## src/rtl/rom_loader_pkg.sv

```systemverilog
// rom_loader_pkg
//   Shared definitions for the ROM loader: default geometry, the bytes-per-word
//   constant, a helper that derives bytes-per-word from a word width, and the
//   loader state encoding.
package rom_loader_pkg;

    localparam int ADDR_W_DEF     = 6;
    localparam int DATA_W_DEF     = 32;
    localparam int BYTES_PER_WORD = DATA_W_DEF / 8;

    //  state   | meaning
    //  IDLE    | waiting for start, all outputs quiet
    //  COLLECT | accepting host bytes into the packer
    //  WRITE   | one-cycle ROM write of the assembled word
    //  VRD     | readback: present verify address to the ROM
    //  VCMP    | readback: accumulate ROM data into verify sum
    //  DONE    | load finished successfully (done held)
    //  ERR     | bad word count or verify mismatch (err held)
    typedef enum logic [2:0] {
        IDLE    = 3'd0,
        COLLECT = 3'd1,
        WRITE   = 3'd2,
        VRD     = 3'd3,
        VCMP    = 3'd4,
        DONE    = 3'd5,
        ERR     = 3'd6
    } state_t;

    function automatic int bytes_per_word(input int data_w);
        return data_w / 8;
    endfunction

endpackage

```

## src/rtl/rom_loader_byte_packer.sv

```systemverilog
// byte_packer
//   Assembles a little-endian byte stream into DATA_W-bit words. The first
//   byte of a word lands in bits [7:0]. o_word_valid is asserted in the same
//   cycle the final byte of a word is transferred; o_word holds the complete
//   word from the following cycle until the next word starts filling.
// Ports
//   clk, rst_n    : clock, asynchronous active-low reset
//   i_clr         : restart assembly at byte 0 (new load)
//   i_fire        : a byte transfers this cycle
//   i_byte        : byte data
//   o_word        : assembled word register
//   o_word_valid  : last byte of a word transfers this cycle
module byte_packer import rom_loader_pkg::*; #(
    parameter int DATA_W = DATA_W_DEF
) (
    input  logic              clk,
    input  logic              rst_n,
    input  logic              i_clr,
    input  logic              i_fire,
    input  logic [7:0]        i_byte,
    output logic [DATA_W-1:0] o_word,
    output logic              o_word_valid
);

    localparam int BPW   = bytes_per_word(DATA_W);
    localparam int CNT_W = (BPW > 1) ? $clog2(BPW) : 1;
    localparam logic [CNT_W-1:0] LAST = CNT_W'(BPW - 1);

    logic [CNT_W-1:0]  r_cnt;
    logic [DATA_W-1:0] r_word;

    always_ff @(posedge clk or negedge rst_n) begin
        if (!rst_n) begin
            r_cnt  <= '0;
            r_word <= '0;
        end else if (i_clr) begin
            r_cnt  <= '0;
            r_word <= '0;
        end else if (i_fire) begin
            for (int b = 0; b < BPW; b++) begin
                if (r_cnt == CNT_W'(b)) begin
                    r_word[8*b +: 8] <= i_byte;
                end
            end
            r_cnt <= (r_cnt == LAST) ? '0 : r_cnt + 1'b1;
        end
    end

    assign o_word       = r_word;
    assign o_word_valid = i_fire && (r_cnt == LAST);

endmodule

```

## src/rtl/rom_loader.sv

```systemverilog
// rom_loader
//   Loads a word-addressed ROM from a host byte stream while holding the
//   target system in reset. Words are written to consecutive addresses from 0
//   and summed into checksum. With ROM_LOADER_VERIFY_EN defined, the written
//   words are read back after the last write and their sum compared with
//   checksum; a mismatch ends in ERR. Without the macro the load ends in DONE
//   after the last write and ERR is reached only for an invalid word count.
// Ports
//   sys_clk, sys_rst_n        : clock, asynchronous active-low reset
//   start, target_sel         : load request and ROM select (captured on accept)
//   word_count                : words to load, valid 1..2^ADDR_W
//   in_valid/in_data/in_ready : host byte stream, valid-ready
//   rom_we/rom_select/rom_addr/rom_wd : ROM load port
//   rom_rd                    : ROM read data (combinational from addr/select)
//   hold_rst, busy            : asserted while a load is in progress
//   done, err                 : completion status, held until next accepted start
//   checksum                  : running sum of written words
module rom_loader import rom_loader_pkg::*; #(
    parameter int ADDR_W = ADDR_W_DEF,
    parameter int DATA_W = DATA_W_DEF
) (
    input  logic              sys_clk,
    input  logic              sys_rst_n,
    input  logic              start,
    input  logic              target_sel,
    input  logic [ADDR_W:0]   word_count,
    input  logic              in_valid,
    input  logic [7:0]        in_data,
    output logic              in_ready,
    output logic              rom_we,
    output logic              rom_select,
    output logic [ADDR_W-1:0] rom_addr,
    output logic [DATA_W-1:0] rom_wd,
    input  logic [DATA_W-1:0] rom_rd,
    output logic              hold_rst,
    output logic              busy,
    output logic              done,
    output logic              err,
    output logic [DATA_W-1:0] checksum
);

    localparam logic [ADDR_W:0] MAX_CNT = {1'b1, {ADDR_W{1'b0}}};

    state_t            r_state;
    state_t            w_state_nxt;
    logic              w_accept;
    logic              w_cnt_ok;
    logic              w_fire;
    logic              w_word_valid;
    logic [DATA_W-1:0] w_word;
    logic [DATA_W-1:0] r_checksum;
    logic              r_target;
    logic [ADDR_W:0]   r_count;
    logic [ADDR_W:0]   r_idx;
    logic [ADDR_W:0]   w_idx_inc;

    assign w_cnt_ok  = (word_count != '0) && (word_count <= MAX_CNT);
    // idx is one bit wider than the address so a full 2^ADDR_W load ends
    // with idx == count instead of wrapping back to 0.
    assign w_idx_inc = r_idx + 1'b1;
    assign w_fire    = in_valid && in_ready;

    byte_packer #(.DATA_W(DATA_W)) u_packer (
        .clk          (sys_clk),
        .rst_n        (sys_rst_n),
        .i_clr        (w_accept),
        .i_fire       (w_fire),
        .i_byte       (in_data),
        .o_word       (w_word),
        .o_word_valid (w_word_valid)
    );

`ifdef ROM_LOADER_VERIFY_EN
    logic [ADDR_W:0]   r_vidx;
    logic [ADDR_W:0]   w_vidx_inc;
    logic [DATA_W-1:0] r_vsum;
    logic [DATA_W-1:0] w_vsum_nxt;

    assign w_vidx_inc = r_vidx + 1'b1;
    assign w_vsum_nxt = r_vsum + rom_rd;
`else
    logic w_unused_rd;
    assign w_unused_rd = ^rom_rd;
`endif

    always_ff @(posedge sys_clk or negedge sys_rst_n) begin
        if (!sys_rst_n) begin
            r_state <= IDLE;
        end else begin
            r_state <= w_state_nxt;
        end
    end

    always_comb begin
        w_state_nxt = r_state;
        w_accept    = 1'b0;
        case (r_state)
            IDLE, DONE, ERR: begin
                if (start) begin
                    w_accept    = 1'b1;
                    w_state_nxt = w_cnt_ok ? COLLECT : ERR;
                end
            end
            COLLECT: begin
                if (w_word_valid) begin
                    w_state_nxt = WRITE;
                end
            end
            WRITE: begin
                if (w_idx_inc < r_count) begin
                    w_state_nxt = COLLECT;
                end else begin
`ifdef ROM_LOADER_VERIFY_EN
                    w_state_nxt = VRD;
`else
                    w_state_nxt = DONE;
`endif
                end
            end
`ifdef ROM_LOADER_VERIFY_EN
            VRD: begin
                w_state_nxt = VCMP;
            end
            VCMP: begin
                if (w_vidx_inc < r_count) begin
                    w_state_nxt = VRD;
                end else if (w_vsum_nxt == r_checksum) begin
                    w_state_nxt = DONE;
                end else begin
                    w_state_nxt = ERR;
                end
            end
`endif
            default: begin
                w_state_nxt = IDLE;
            end
        endcase
    end

    always_comb begin
        in_ready   = 1'b0;
        rom_we     = 1'b0;
        rom_select = 1'b0;
        rom_addr   = '0;
        rom_wd     = '0;
        busy       = 1'b0;
        done       = 1'b0;
        err        = 1'b0;
        case (r_state)
            COLLECT: begin
                in_ready = 1'b1;
                busy     = 1'b1;
            end
            WRITE: begin
                rom_we     = 1'b1;
                rom_select = r_target;
                rom_addr   = r_idx[ADDR_W-1:0];
                rom_wd     = w_word;
                busy       = 1'b1;
            end
`ifdef ROM_LOADER_VERIFY_EN
            // Address held through VCMP so rom_rd is still valid when summed.
            VRD, VCMP: begin
                rom_select = r_target;
                rom_addr   = r_vidx[ADDR_W-1:0];
                busy       = 1'b1;
            end
`endif
            DONE: begin
                done = 1'b1;
            end
            ERR: begin
                err = 1'b1;
            end
            default: begin
            end
        endcase
    end

    assign hold_rst = busy;
    assign checksum = r_checksum;

    always_ff @(posedge sys_clk or negedge sys_rst_n) begin
        if (!sys_rst_n) begin
            r_target   <= 1'b0;
            r_count    <= '0;
            r_idx      <= '0;
            r_checksum <= '0;
`ifdef ROM_LOADER_VERIFY_EN
            r_vidx     <= '0;
            r_vsum     <= '0;
`endif
        end else if (w_accept) begin
            r_target   <= target_sel;
            r_count    <= word_count;
            r_idx      <= '0;
            r_checksum <= '0;
`ifdef ROM_LOADER_VERIFY_EN
            r_vidx     <= '0;
            r_vsum     <= '0;
`endif
        end else if (r_state == WRITE) begin
            r_checksum <= r_checksum + w_word;
            r_idx      <= w_idx_inc;
        end
`ifdef ROM_LOADER_VERIFY_EN
        else if (r_state == VCMP) begin
            r_vsum <= w_vsum_nxt;
            r_vidx <= w_vidx_inc;
        end
`endif
    end

endmodule

```

## config.mk

```make
export PLATFORM = sky130hd
export DESIGN_NAME = rom_loader
export DESIGN_NICKNAME = d
export VERILOG_FILES = /design/src/rtl/rom_loader_pkg.sv /design/src/rtl/rom_loader_byte_packer.sv /design/src/rtl/rom_loader.sv
export SDC_FILE = /design/constraint.sdc
export NUM_CORES = 1
export LEC_CHECK = 0
export ABC_CLOCK_PERIOD_IN_PS = 3700
export BUFFER_PORTS_ARGS = -buffer_cell sky130_fd_sc_hd__buf_2
export CAP_MARGIN = 20
export CELL_PAD_IN_SITES_DETAIL_PLACEMENT = 0
export CELL_PAD_IN_SITES_GLOBAL_PLACEMENT = 1
export CORE_UTILIZATION = 40
export DETAILED_ROUTE_END_ITERATION = 10
export PLACE_DENSITY = 0.78
export REMOVE_ABC_BUFFERS = 1
export SLEW_MARGIN = 20
export SYNTH_ARGS = -nofsm -noshare
export SYNTH_HDL_FRONTEND = slang
export SYNTH_SLANG_ARGS = --single-unit
export TNS_END_PERCENT = 10
```

## constraint.sdc

```tcl
create_clock -name sys_clk -period 3.7 [get_ports sys_clk]
set_clock_uncertainty 0.05 [all_clocks]
set_input_delay 0.185 -clock sys_clk [delete_from_list [all_inputs] [get_ports sys_clk]]
set_output_delay 0.185 -clock sys_clk [all_outputs]
set_load 0.005 [all_outputs]
```

* Word-level counts from Yosys, hierarchy flattened
Cells that the tools add are included.
** Storage, ports and cells
- Bits in read-only memories :: 0
- Latch bits :: 0
- Memories :: 0
- Output and inout bits :: 77
- Word-level logic and storage cells :: 71
- Memory bits (writable) :: 0
- Register bits after elaboration :: 84
** Operators by class
- Bitwise logic cells :: 0
- Shift operators :: 0
- Mux-type cells :: 28
- Add/subtract/negate cells :: 3
- Equal/unequal tests :: 9
- Magnitude comparators :: 2
- Divide/modulo/power cells :: 0
- Reductions and logical operators :: 19
- Multipliers :: 0
** Operators by type and width (number)
- $mux W32 :: 5
- $add A32 B32 Y32 :: 1
- $mux W8 :: 4
- $mux W7 :: 2
- $mux W3 :: 4
- $reduce_bool A2 Y1 :: 6
- $reduce_and A2 Y1 :: 5
- $pmux W3 S3 :: 1
- $mux W1 :: 8
- $add A7 B1 Y7 const B :: 1
- $le A7 B7 Y1 const B :: 1
- $lt A7 B7 Y1 :: 1
- $reduce_bool A7 Y1 :: 1
- $eq A3 B3 Y1 const B :: 2
- $mux W2 :: 3
- $mux W6 :: 1
- $eq A2 B2 Y1 const B :: 2
- $eq A3 B1 Y1 const B :: 1
- $eq A3 B2 Y1 const B :: 1
- $logic_and A1 B1 Y1 :: 3
- $logic_not A3 Y1 :: 1
- $reduce_or A3 Y1 :: 1
- $add A2 B1 Y2 const B :: 1
- $eq A2 B1 Y1 const B :: 1
- 4 further kinds :: 4

* Depth between registers and ports, before layout
Gate-level depths: netlist (run 1).
- Word-level depth :: 6
- Depth in mapped cells :: 11
- Mapped depth without buffers :: 11

* By module
From an unflattened synthesis (run 1), not the netlist that was laid out.
** Second synthesis, totals
- Cells, all modules :: 626
- Area total of the unflattened synthesis :: 5728.0 um2
** By module, submodules not included
- rom_loader :: cells each 498, times used 1, area an instance 4144.0 um2, seq. area each 1251.2 um2
- byte_packer :: cells each 128, times used 1, area an instance 1584.0 um2, seq. area each 850.8 um2

* Worst setup path after synthesis (run 1)
No wires, ideal clock.
- Path kind :: flip-flop to flip-flop
- Start point :: register r_checksum[0], in the netlist checksum[0]
- End point :: register r_checksum[28], in the netlist checksum[28]
- Clock period less this slack :: 2.810 ns
- Cell stages (with the launch flop) :: 12
- Library setup time :: 0.138 ns
- Path buffers :: 0
- Path slack :: 0.890 ns
- Arrival time :: 2.623 ns
- Cells stage by stage :: dfrtp_1 -> ha_1 -> fa_1 -> a21o_1 -> a31o_1 -> a221oi_4 -> o31ai_4 -> o21ai_4 -> o21bai_2 -> a211oi_2 -> xor2_1 -> o22ai_1
** On the way
- Longest elaborated chain between the ends :: 3
** RTL lines
- start, declared :: line rom_loader.sv:51 : logic [DATA_W-1:0] r_checksum;
- start signal, assigned :: line rom_loader.sv:203 : r_checksum <= r_checksum + w_word;
- $add A32 B32 Y32 :: line rom_loader.sv:203
- $mux W32 :: line rom_loader.sv:202 : end else if (r_state == WRITE) begin
- $mux W32 :: line rom_loader.sv:193 : end else if (w_accept) begin
Every way passes these cells. The select of a mux whose other input is x is not followed.
A chain may end at the register's enable or synchronous reset.

* Final worst setup path (run 1)
Same ends and word-level chain as after synthesis.

==> impl_metrics.csv, run 1 <==
group,metric,value,unit
place,placed_area,6200,µm²
synthesis,yosys_warnings,0,
grt,grt_pass1_vias,4971,
sta,post-route-min-period,3110,ps
place,routabilityCongestion,0.873,
cts,max_h_tree_level,3,
synthesis,postSynthAreaPerCell,8.41,µm²
place,numPortBuffers,96,
synthesis,netlist-cell-type-count,60,
floorplanning,floorplan.rows,42,
synthesis,synth.largest_area_cell,"dfrtp_1",
floorplanning,die_footprint,14500,µm²
route,detailedRoute.firstPassIterationCount,4,
worst_setup_path,worst-endpoint-required,3850,ps
floorplanning,initial_utilization,41.6,%
synthesis,synth-edff-count,0,
cts,clock_sink_total,84,
floorplanning,die_width,120,µm
place,pre_cts_ws,618,ps
route,drt-total-wl,14800,µm
sta,slew_headroom,48.7,%
floorplanning,core-area,13500,µm²
worst_setup_path,critical_path_class,"register to register",
synthesis,synth_top_flop_cell,"dfrtp_1",
synthesis,synth.top_cell.area_share,37.6,%
worst_setup_path,critical-path-max-stage-delay,420,ps
worst_setup_path,crit_arrival,3250,ps
cts,post-cts-setup-buffers,0,
worst_setup_path,worstPathBufferInverterCount,0,
synthesis,synth.ff_latch_count,84,
grt,grt.overflow.total,0,
route,route.detailed.vias_per_inst,5.53,
grt,antenna_found_initial,1,
sta,fin_ws,592,ps
synthesis,synth.cell_area,5600,µm²
grt,grt_max_degree,66,
sta,hold_violations,0,
worst_setup_path,cp_cell_sequence,"ha_1, fa_1, a21o_1, a31o_1, a221oi_4, o31ai_4, o21ai_4, o21bai_2, a211oi_2, xor2_1, o22ai_1",
worst_setup_path,timing.critical_path.slowest_stage_cell,"fa_1",
cells_and_area,syn2layout_area_growth,16.8,%
sta,max_freq,322,MHz
place,dp_wirelength,10600,µm
cts,cts_buffer_depth,2,
outcome,outcome,"finished clean",
worst_setup_path,crit_fanout,3,
route,drt_iter0_markers,282,
synthesis,post_synth_inst_count,665,
hold_path,worstHoldPathType,"primary input to register",
route,ant_nets,0,
synthesis,synth.area.top_cells,"dfrtp_1 38%, ha_1 9.4%, nand2_1 8.5%, a21oi_1 6.4%, and3_1 4.6%",
cells_and_area,fin_area,6530,µm²
sta,min_period_over_period,84.0,%
sta,timing.setup.tns,0,ps
cells_and_area,layout-drive-gt1-share,18.1,%
cts,clk_transition_reported_paths,60,ps
sta,max_slew.worst_pin.slew,769,ps
power_and_ir_drop,power.leakage,0.00335,µW
cts,cts_made_buffers,9,
route,drc_errors,0,
cts,cts_tree,"built",
worst_setup_path,start_kind,"register",
power_and_ir_drop,power_density,617,nW/µm²
cells_and_area,fin_nets,836,
floorplanning,die_height,120,µm
worst_setup_path,timing.critical_path.to_type,"register",
sta,grt_setup_unrepaired,"false",
worst_setup_path,family_with_the_most_delay_on_the_worst_path,"compound AO/OA/AOI/OAI gates",
sta,finalSetupViolCount,0,
synthesis,asyncSetResetFlopFracSynth,100,%
power_and_ir_drop,peakVddDrop,417,µV
grt,grtUsageTotal,21.5,%
synthesis,seq_area_frac_synth,37.6,%
route,num_vias,5098,
sta,finalMaxSlewViolations,0,
grt,grt_pass1_wl,24600,µm
floorplanning,boundaryPins,129,
sta,fin_hold_ws,4.97,ps
route,wire_per_inst,16.1,µm
cts,cts.root.buffer_cell,"clkbuf_16",
flow_run,max_cap_violations,0,
cts,insertion_delay,350,ps
## Yosys cell counts, types with 3 or more instances
cell      count
xnor2_1      20
clkbuf_1     30
nand4_1       8
nor2_1       30
buf_1         3
nand2_1     127
a31oi_1       4
a211oi_2      4
and3_1       41
o21ai_0      22
nand3_1      28
o21a_1        3
o22ai_1      23
nor2b_1       3
and2_1        3
nand2b_1      4
inv_1        18
nor3_1        9
a21oi_1      72
ha_1         42
dfrtp_1      84
a21o_1       11
xor2_1       15
a211oi_1      3
o21bai_1      5
buf_2         8
nor4_1        4
## power breakdown
part	internal, µW	switching [µW]
Sequential	1170	227
Combinational	644	1070
Clock	537	374
Total	2350	1680
## registers in the layout, indices dropped and copies added (netlist names)
name,flops
r_state,3
u_packer.o_word,32
checksum,32
r_idx,7
r_count,7
r_target,1
u_packer.r_cnt,2
## worst min-delay path: cells and delay by family
kind                   cells  cell delay, ps
and+or+nand+nor            1              40
buffers and inverters      1              90
AOI/OAI and AO/OA          1              60
## cell families (layout without fill, tap and decap cells)
kind of cell | after synthesis | count (layout) | share of synthesized area, %
XOR/XNOR | 35 | 35 | 5.48
AO/OA/AOI/OAI | 171 | 171 | 19.7
AND/OR/NAND/NOR | 268 | 268 | 22.5
adder cells (fa/ha/maj) | 43 | 43 | 9.75
multiplexers | 4 | 4 | 0.760
other | 0 | 1 | 0
flip-flops | 84 | 84 | 37.6
buffers and inverters | 60 | 140 | 4.27
## path summary, 6_finish.rpt
path	start	endpoint	slack [ps]	cells after the start
worst max-delay path	checksum[0]	checksum[28]	590	11
worst min-delay path	word_count[1]	r_count[1]	5	3
worst max register to register	checksum[0]	checksum[28]	590	11
worst min register to register	checksum[31]	checksum[31]	420	1
max in group asynchronous	sys_rst_n	u_packer.o_word[18]	2310	3
min in group asynchronous	sys_rst_n	checksum[8]	400	2
## layout make-up
cell class                      instances  area [µm²]
Timing Repair Buffer                  107         588
Clock buffer                           11         243
Sequential cell                        84        2100
Inverter                               18        67.6
Multi-Input combinational cell        521        3260
Fill cell                            1374        6920
Antenna cell                            1        2.50
Clock inverter                          4        50.0
Tap cell                              176         220
## what timing repair did
action                                 4_1_cts  5_1_grt
endpoints found under the hold margin       59        0
resized for setup                            0        0
hold buffers                                 4        0
## per-layer routing
metal,GRT usage [%],vias to the layer above,wire [µm]
met3,4.39,17,738
li1,-,2518,-
met5,0,-,0
met2,34.7,130,6720
met1,29.1,2433,7200
met4,5.94,0,180
## placed cells by master, fill, tap and decap left out, drive strengths merged, types with 4 or more instances in the layout
master,count
nand2,128
buf,103
dfrtp,84
a21oi,72
ha,42
and3,41
nor2,31
nand3,28
o21ai,25
o22ai,23
xnor2,20
inv,18
xor2,15
a21o,12
clkbuf,11
nor3,9
nand4,8
a211oi,7
o21bai,6
nand2b,4
a31oi,4
nor4,4
dlygate4sd3,4
## stage by stage
step	instances	power, µW	utilization, %
3_3_place_gp	902	3100	46.1
3_5_place_dp	902	3140	46.1
5_1_grt	921	4360	48.5
4_1_cts	921	4070	48.5
2_1_floorplan	623	2530	-
6_report	922	4030	48.6
No activity file was read; power rests on OpenSTA's default activity.
==> run 2, diff against run 1 <==
--- a/config.mk
+++ b/config.mk
@@ -5,7 +5,7 @@
 export SDC_FILE = /design/constraint.sdc
 export NUM_CORES = 1
 export LEC_CHECK = 0
-export ABC_CLOCK_PERIOD_IN_PS = 3700
+export ABC_CLOCK_PERIOD_IN_PS = 2970
 export BUFFER_PORTS_ARGS = -buffer_cell sky130_fd_sc_hd__buf_2
 export CAP_MARGIN = 20
 export CELL_PAD_IN_SITES_DETAIL_PLACEMENT = 0
==> constraint.sdc (replaced) <==
create_clock -name sys_clk -period 2.97 [get_ports sys_clk]
set_clock_uncertainty 0.05 [all_clocks]
set_input_delay 0.1485 -clock sys_clk [delete_from_list [all_inputs] [get_ports sys_clk]]
set_output_delay 0.1485 -clock sys_clk [all_outputs]
set_load 0.005 [all_outputs]
==> impl_metrics.csv, run 2 (same netlist as run 1, synthesis figures left out) <==
group,metric,value,unit
route,route.detailed.vias_per_inst,5.45,
grt,grt_pass1_vias,4915,
worst_setup_path,critical_path_class,"register to register",
floorplanning,floorplan.rows,42,
sta,fin_ws,130,ps
cells_and_area,syn2layout_area_growth,20.5,%
grt,grt_pass1_wl,24700,µm
cts,cts_tree,"built",
cts,cts_buffer_depth,2,
sta,timing.setup.tns,0,ps
cells_and_area,num-fill-cells,1344,
power_and_ir_drop,power_density,758,nW/µm²
floorplanning,initial_utilization,41.6,%
power_and_ir_drop,comb_power_share,43.7,%
floorplanning,core-area,13500,µm²
place,numPortBuffers,96,
grt,grt_max_degree,85,
flow_run,max_cap_violations,0,
cts,clk_transition_reported_paths,60,ps
power_and_ir_drop,total_switching_power,2130,µW
route,drt_iter0_markers,247,
worst_setup_path,timing.critical_path.to_type,"register",
worst_setup_path,critical-path-max-stage-delay,400,ps
power_and_ir_drop,sequentialPowerShare,34.4,%
cts,cts.root.buffer_cell,"clkbuf_16",
sta,post-route-min-period,2840,ps
place,placed_area,6300,µm²
place,pre_cts_ws,31.0,ps
place,routabilityCongestion,0.892,
cells_and_area,layout-drive-gt1-share,20.5,%
grt,grtUsageTotal,21.6,%
route,drc_errors,0,
route,ant_nets,0,
sta,max_slew.worst_pin.slew,801,ps
power_and_ir_drop,sw_frac_of_total,41.6,%
cells_and_area,most-common-layout-cells,"126 x nand2_1, 95 x buf_2, 84 x dfrtp_1",
floorplanning,die_height,120,µm
floorplanning,die_width,120,µm
sta,max_freq,352,MHz
power_and_ir_drop,cellInternalPower,2980,µW
route,detailedRoute.firstPassIterationCount,5,
sta,slew_headroom,46.6,%
power_and_ir_drop,report.power.total,5110,µW
sta,min_period_over_period,95.6,%
worst_setup_path,worstPathBufferInverterCount,0,
sta,finalSetupViolCount,0,
floorplanning,die_footprint,14500,µm²
power_and_ir_drop,peakVddDrop,395,µV
cells_and_area,fin_nets,858,
cells_and_area,fin_area,6740,µm²
grt,antenna_found_initial,0,
worst_setup_path,crit_arrival,3000,ps
cells_and_area,layout.cells.most_common,"nand2_1",
cts,cts_made_buffers,9,
sta,hold_violations,0,
power_and_ir_drop,power.leakage,0.00346,µW
route,wire_per_inst,15.8,µm
worst_setup_path,timing.critical_path.slowest_stage_cell,"dfrtp_1",
route,drt-total-wl,14900,µm
worst_setup_path,cp_cell_sequence,"ha_2, fa_2, a21o_1, a31o_4, a221oi_4, o31ai_4, o21ai_4, o21bai_4, a211oi_2, xor2_1, o22ai_1",
hold_path,worstHoldPathType,"primary input to register",
outcome,outcome,"finished clean",
floorplanning,boundaryPins,129,
power_and_ir_drop,fraction_of_power_consumed_by_the_clock_network,21.9,%
worst_setup_path,worst-endpoint-required,3130,ps
cts,insertion_delay,350,ps
sta,finalMaxSlewViolations,0,
place,dp_wirelength,10700,µm
grt,grt.overflow.total,0,
sta,grt_setup_unrepaired,"true",
worst_setup_path,family_with_the_most_delay_on_the_worst_path,"compound AO/OA/AOI/OAI gates",
cts,max_h_tree_level,3,
cts,clock_sink_total,84,
worst_setup_path,crit_fanout,3,
route,num_vias,5146,
worst_setup_path,start_kind,"register",
==> run 2: path summary, 6_finish.rpt <==
path	start	cells past startpoint	endpoint	slack, ps
setup / recovery	u_packer.o_word[0]	11	checksum[28]	130
hold reg to reg	checksum[31]	1	checksum[31]	450
hold / removal	in_data[6]	3	u_packer.o_word[30]	60
max in group asynchronous	sys_rst_n	2	checksum[2]	1930
setup reg to reg	u_packer.o_word[0]	11	checksum[28]	130
min in group asynchronous	sys_rst_n	2	checksum[8]	370
==> run 2: worst reg2reg max path: stages, from the launching register on <==
cell and delay [ps]:
dfrtp_1 400, ha_2 200, fa_2 350, a21o_1 190
a31o_4 260, a221oi_4 300, o31ai_4 110, o21ai_4 240
o21bai_4 100, a211oi_2 250, xor2_1 170, o22ai_1 90
==> run 2: repair_timing <==
item,4_1_cts,5_1_grt
pin swaps,2,7
hold endpoints to repair,8,84
resized for setup,1,7
setup buffers,1,2
hold buffers,8,1
setup endpoints to repair,1,7
==> run 2: per-stage QoR <==
stage               utilization (%)  cells  hold WS, ps
floorplan                         -    623         -197
global placement               46.9    916          315
detailed placement             46.9    916          319
CTS                            49.7    940         10.7
global route                   50.1    943         54.4
finish                         50.1    944         55.0
==> run 2: power groups by stage <==
| stage | clock [µW] | sequential, µW | combinational (µW) |
|---|---|---|---|
| 3_5_place_dp | 0 | 1780 | 2190 |
| 6_report | 1120 | 1750 | 2230 |
| 5_1_grt | 1190 | 1800 | 2510 |
| 4_1_cts | 1150 | 1760 | 2220 |
| 3_3_place_gp | 0 | 1770 | 2150 |
| 2_1_floorplan | 0 | 1720 | 1430 |
==> run 2: per-layer routing <==
metal,up-vias,routed length (µm),GRT usage [%]
li1,2565,-,-
met1,2449,7280,30.7
met2,113,6880,33.7
met3,19,506,2.97
met4,0,238,7.64
met5,-,0,0
==> run 2: layout make-up <==
cell class | instances | area (µm²) | share of cell area [%]
multi-input cells | 521 | 3300 | 48.9
flip-flops and latches | 84 | 2100 | 31.2
repair buffers | 129 | 769 | 11.4
clock buffers | 11 | 233 | 3.45
well taps | 176 | 220 | 3.27
inverters | 18 | 67.6 | 1.00
clock inverters | 4 | 51.3 | 0.761
diodes | 1 | 2.50 | 0.0371
==> run 3, diff against run 2 <==
--- a/config.mk
+++ b/config.mk
@@ -5,14 +5,15 @@
 export SDC_FILE = /design/constraint.sdc
 export NUM_CORES = 1
 export LEC_CHECK = 0
+export ABC_AREA = 1
 export ABC_CLOCK_PERIOD_IN_PS = 2970
 export BUFFER_PORTS_ARGS = -buffer_cell sky130_fd_sc_hd__buf_2
 export CAP_MARGIN = 20
 export CELL_PAD_IN_SITES_DETAIL_PLACEMENT = 0
 export CELL_PAD_IN_SITES_GLOBAL_PLACEMENT = 1
-export CORE_UTILIZATION = 40
+export CORE_UTILIZATION = 39
 export DETAILED_ROUTE_END_ITERATION = 10
-export PLACE_DENSITY = 0.78
+export PLACE_DENSITY = 0.79
 export REMOVE_ABC_BUFFERS = 1
 export SLEW_MARGIN = 20
 export SYNTH_ARGS = -nofsm -noshare
==> impl_metrics.csv, run 3 <==
group,metric,value,unit
route,wire_per_inst,13.8,µm
route,num_vias,5913,
cells_and_area,fin_util,46.1,%
cts,clk_transition_reported_paths,60,ps
synthesis,most_used_standard_cell_by_instance_count_after_synthesis,"nand2_1",
synthesis,asyncSetResetFlopFracSynth,100,%
power_and_ir_drop,peakVddDrop,512,µV
power_and_ir_drop,power_density,919,nW/µm²
worst_setup_path,family_with_the_most_delay_on_the_worst_path,"compound AO/OA/AOI/OAI gates",
route,drt-total-wl,17600,µm
place,routabilityCongestion,0.858,
sta,hold_violations,0,
floorplanning,die_height,129,µm
sta,finalMaxSlewViolations,0,
cells_and_area,layout-drive-gt1-share,12.7,%
power_and_ir_drop,power.leakage,0.00439,µW
floorplanning,core-area,15800,µm²
cts,cts_tree,"built",
worst_setup_path,regToRegEndpoint,"r_state[2]",
cts,post_cts_resize_count,0,
flow_run,max_cap_violations,0,
worst_setup_path,start_kind,"register",
hold_path,min_to,"r_count[2]",
grt,grt.overflow.total,0,
synthesis,netlist-cell-type-count,37,
cts,hold_buffers,7,
sta,post-route-min-period,2320,ps
cts,cts_buffer_depth,2,
synthesis,post_synth_inst_count,957,
synthesis,synth.ff_latch_count,84,
place,numPortBuffers,96,
worst_setup_path,worst-endpoint-required,3150,ps
sta,max_slew.worst_pin.slew,1010,ps
synthesis,yosys-top-cells-count,"335 x nand2_1, 180 x inv_1, 89 x nor2_1, 84 x dfrtp_1, 51 x nand3_1",
hold_path,min_delay_path_depth,3,
cells_and_area,antenna_cells,0,
worst_setup_path,cp_cell_sequence,"ha_1, nand3_1, nor2_1, nand2_1, xor2_1, inv_1, ha_1, a21oi_1, o21ai_0, o21ai_0, nand2_1, nand2_1, o21ai_0",
sta,min_period_over_period,78.0,%
hold_path,worstHoldPathType,"primary input to register",
floorplanning,boundaryPins,129,
grt,grt_max_degree,57,
synthesis,synth-edff-count,0,
sta,slew_headroom,32.9,%
worst_setup_path,crit_fanout,4,
floorplanning,die_width,129,µm
sta,grt_setup_unrepaired,"false",
cells_and_area,layout.cells.most_common,"nand2_1",
synthesis,synth.largest_area_cell,"dfrtp_1",
synthesis,synth_top_flop_cell,"dfrtp_1",
route,drc_errors,0,
synthesis,seq_area_frac_synth,33.5,%
cts,cts_made_buffers,9,
floorplanning,die_footprint,16600,µm²
cts,max_h_tree_level,3,
worst_setup_path,worst_r2r_startpoint,"r_idx[0]",
cells_and_area,most-common-layout-cells,"335 x nand2_1, 179 x inv_1, 95 x buf_2",
cts,cts.root.buffer_cell,"clkbuf_16",
floorplanning,initial_utilization,39.7,%
cells_and_area,num-fill-cells,1693,
synthesis,postSynthAreaPerCell,6.57,µm²
grt,grtUsageTotal,22.2,%
route,detailedRoute.firstPassIterationCount,5,
grt,antenna_found_initial,0,
synthesis,yosys_warnings,0,
worst_setup_path,timing.critical_path.slowest_stage_cell,"dfrtp_1",
cells_and_area,fin_nets,1150,
sta,finalSetupViolCount,0,
cts,post-cts-setup-buffers,0,
route,route.detailed.vias_per_inst,4.64,
grt,grt_pass1_vias,5239,
outcome,outcome,"finished clean",
worst_setup_path,crit_arrival,2500,ps
cells_and_area,syn2layout_area_growth,16.2,%
synthesis,synth.cell_area,6280,µm²
worst_setup_path,timing.critical_path.to_type,"register",
sta,timing.setup.tns,0,ps
cts,clock_sink_total,84,
hold_path,holdCritStartpoint,"word_count[2]",
route,drt_iter0_markers,355,
cts,insertion_delay,350,ps
synthesis,synth.top_cell.area_share,33.5,%
worst_setup_path,worst_r2r_path_depth,13,
place,dp_wirelength,13800,µm
worst_setup_path,reg2reg_slack,650,ps
grt,grt_pass1_wl,27600,µm
worst_setup_path,worstPathBufferInverterCount,1,
route,ant_nets,0,
sta,max_freq,432,MHz
worst_setup_path,critical-path-max-stage-delay,420,ps
worst_setup_path,critical_path_class,"register to register",
synthesis,synth.area.top_cells,"dfrtp_1 33%, nand2_1 20%, inv_1 11%, ha_1 8.4%, nor2_1 5.3%",
floorplanning,floorplan.rows,46,
[run 3: cells by family after synthesis]
logic type	after synthesis	synth area share, %
AND/OR/NAND/NOR	498	32.6
buffers and inverters	204	13.1
AO/OA/AOI/OAI	118	10.8
flip-flops	84	33.5
adder cells (fa/ha/maj)	43	8.68
XOR/XNOR	10	1.39
[run 3: power by group]
part	internal [µW]	total, µW	leakage, µW	switching [µW]
registers	1580	2030	0.00110	451
clock network	614	1120	0.000138	501
logic	1240	3560	0.00315	2320
total	3440	6710	0.00439	3270
[run 3: worst max path at each step]
stage	depth (start not counted)	endpoint	startpoint
floorplan	4	r_idx[0]	r_state[2]
global placement	13	r_state[2]	r_idx[0]
detailed placement	13	r_state[2]	r_idx[0]
CTS	13	r_state[2]	r_idx[0]
global route	13	r_state[2]	r_idx[0]
finish	13	r_state[2]	r_idx[0]
[run 3: through the flow]
stage / std cells / total power (µW) / worst slack [ps] / hold slack (ps) / area [µm²]
final: 1275 / 6710 / 654 / 19.5 / 7300
after global routing: 1275 / 7360 / 389 / 45.8 / 7300
after CTS: 1275 / 6770 / 630 / 6.95 / 7300
after detailed placement: 1253 / 5630 / 649 / 160 / 6940
after global placement: 1253 / 5580 / 679 / 157 / 6940
after floorplan: 937 / 4410 / 375 / -197 / 6160
[run 3: metal layers]
metal | global-route usage, % | vias up | wire, µm
li1 | - | 3156 | -
met5 | 0 | - | 0
met4 | 7.06 | 0 | 247
met2 | 35.9 | 109 | 8090
met3 | 2.41 | 16 | 552
met1 | 31.0 | 2632 | 8710
[run 3: worst min-delay path: stages]
cell     delay, ps
buf_2           90
inv_1           50
o21ai_0         80
[run 3: cell type report]
| cell class | instances | area [µm²] | area share [%] |
|---|---|---|---|
| Tap cell | 216 | 270 | 3.70 |
| Inverter | 184 | 701 | 9.60 |
| Timing Repair Buffer | 107 | 583 | 7.99 |
| Clock inverter | 4 | 33.8 | 0.463 |
| Sequential cell | 84 | 2100 | 28.8 |
| Clock buffer | 11 | 253 | 3.46 |
| Multi-Input combinational cell | 669 | 3360 | 46.0 |
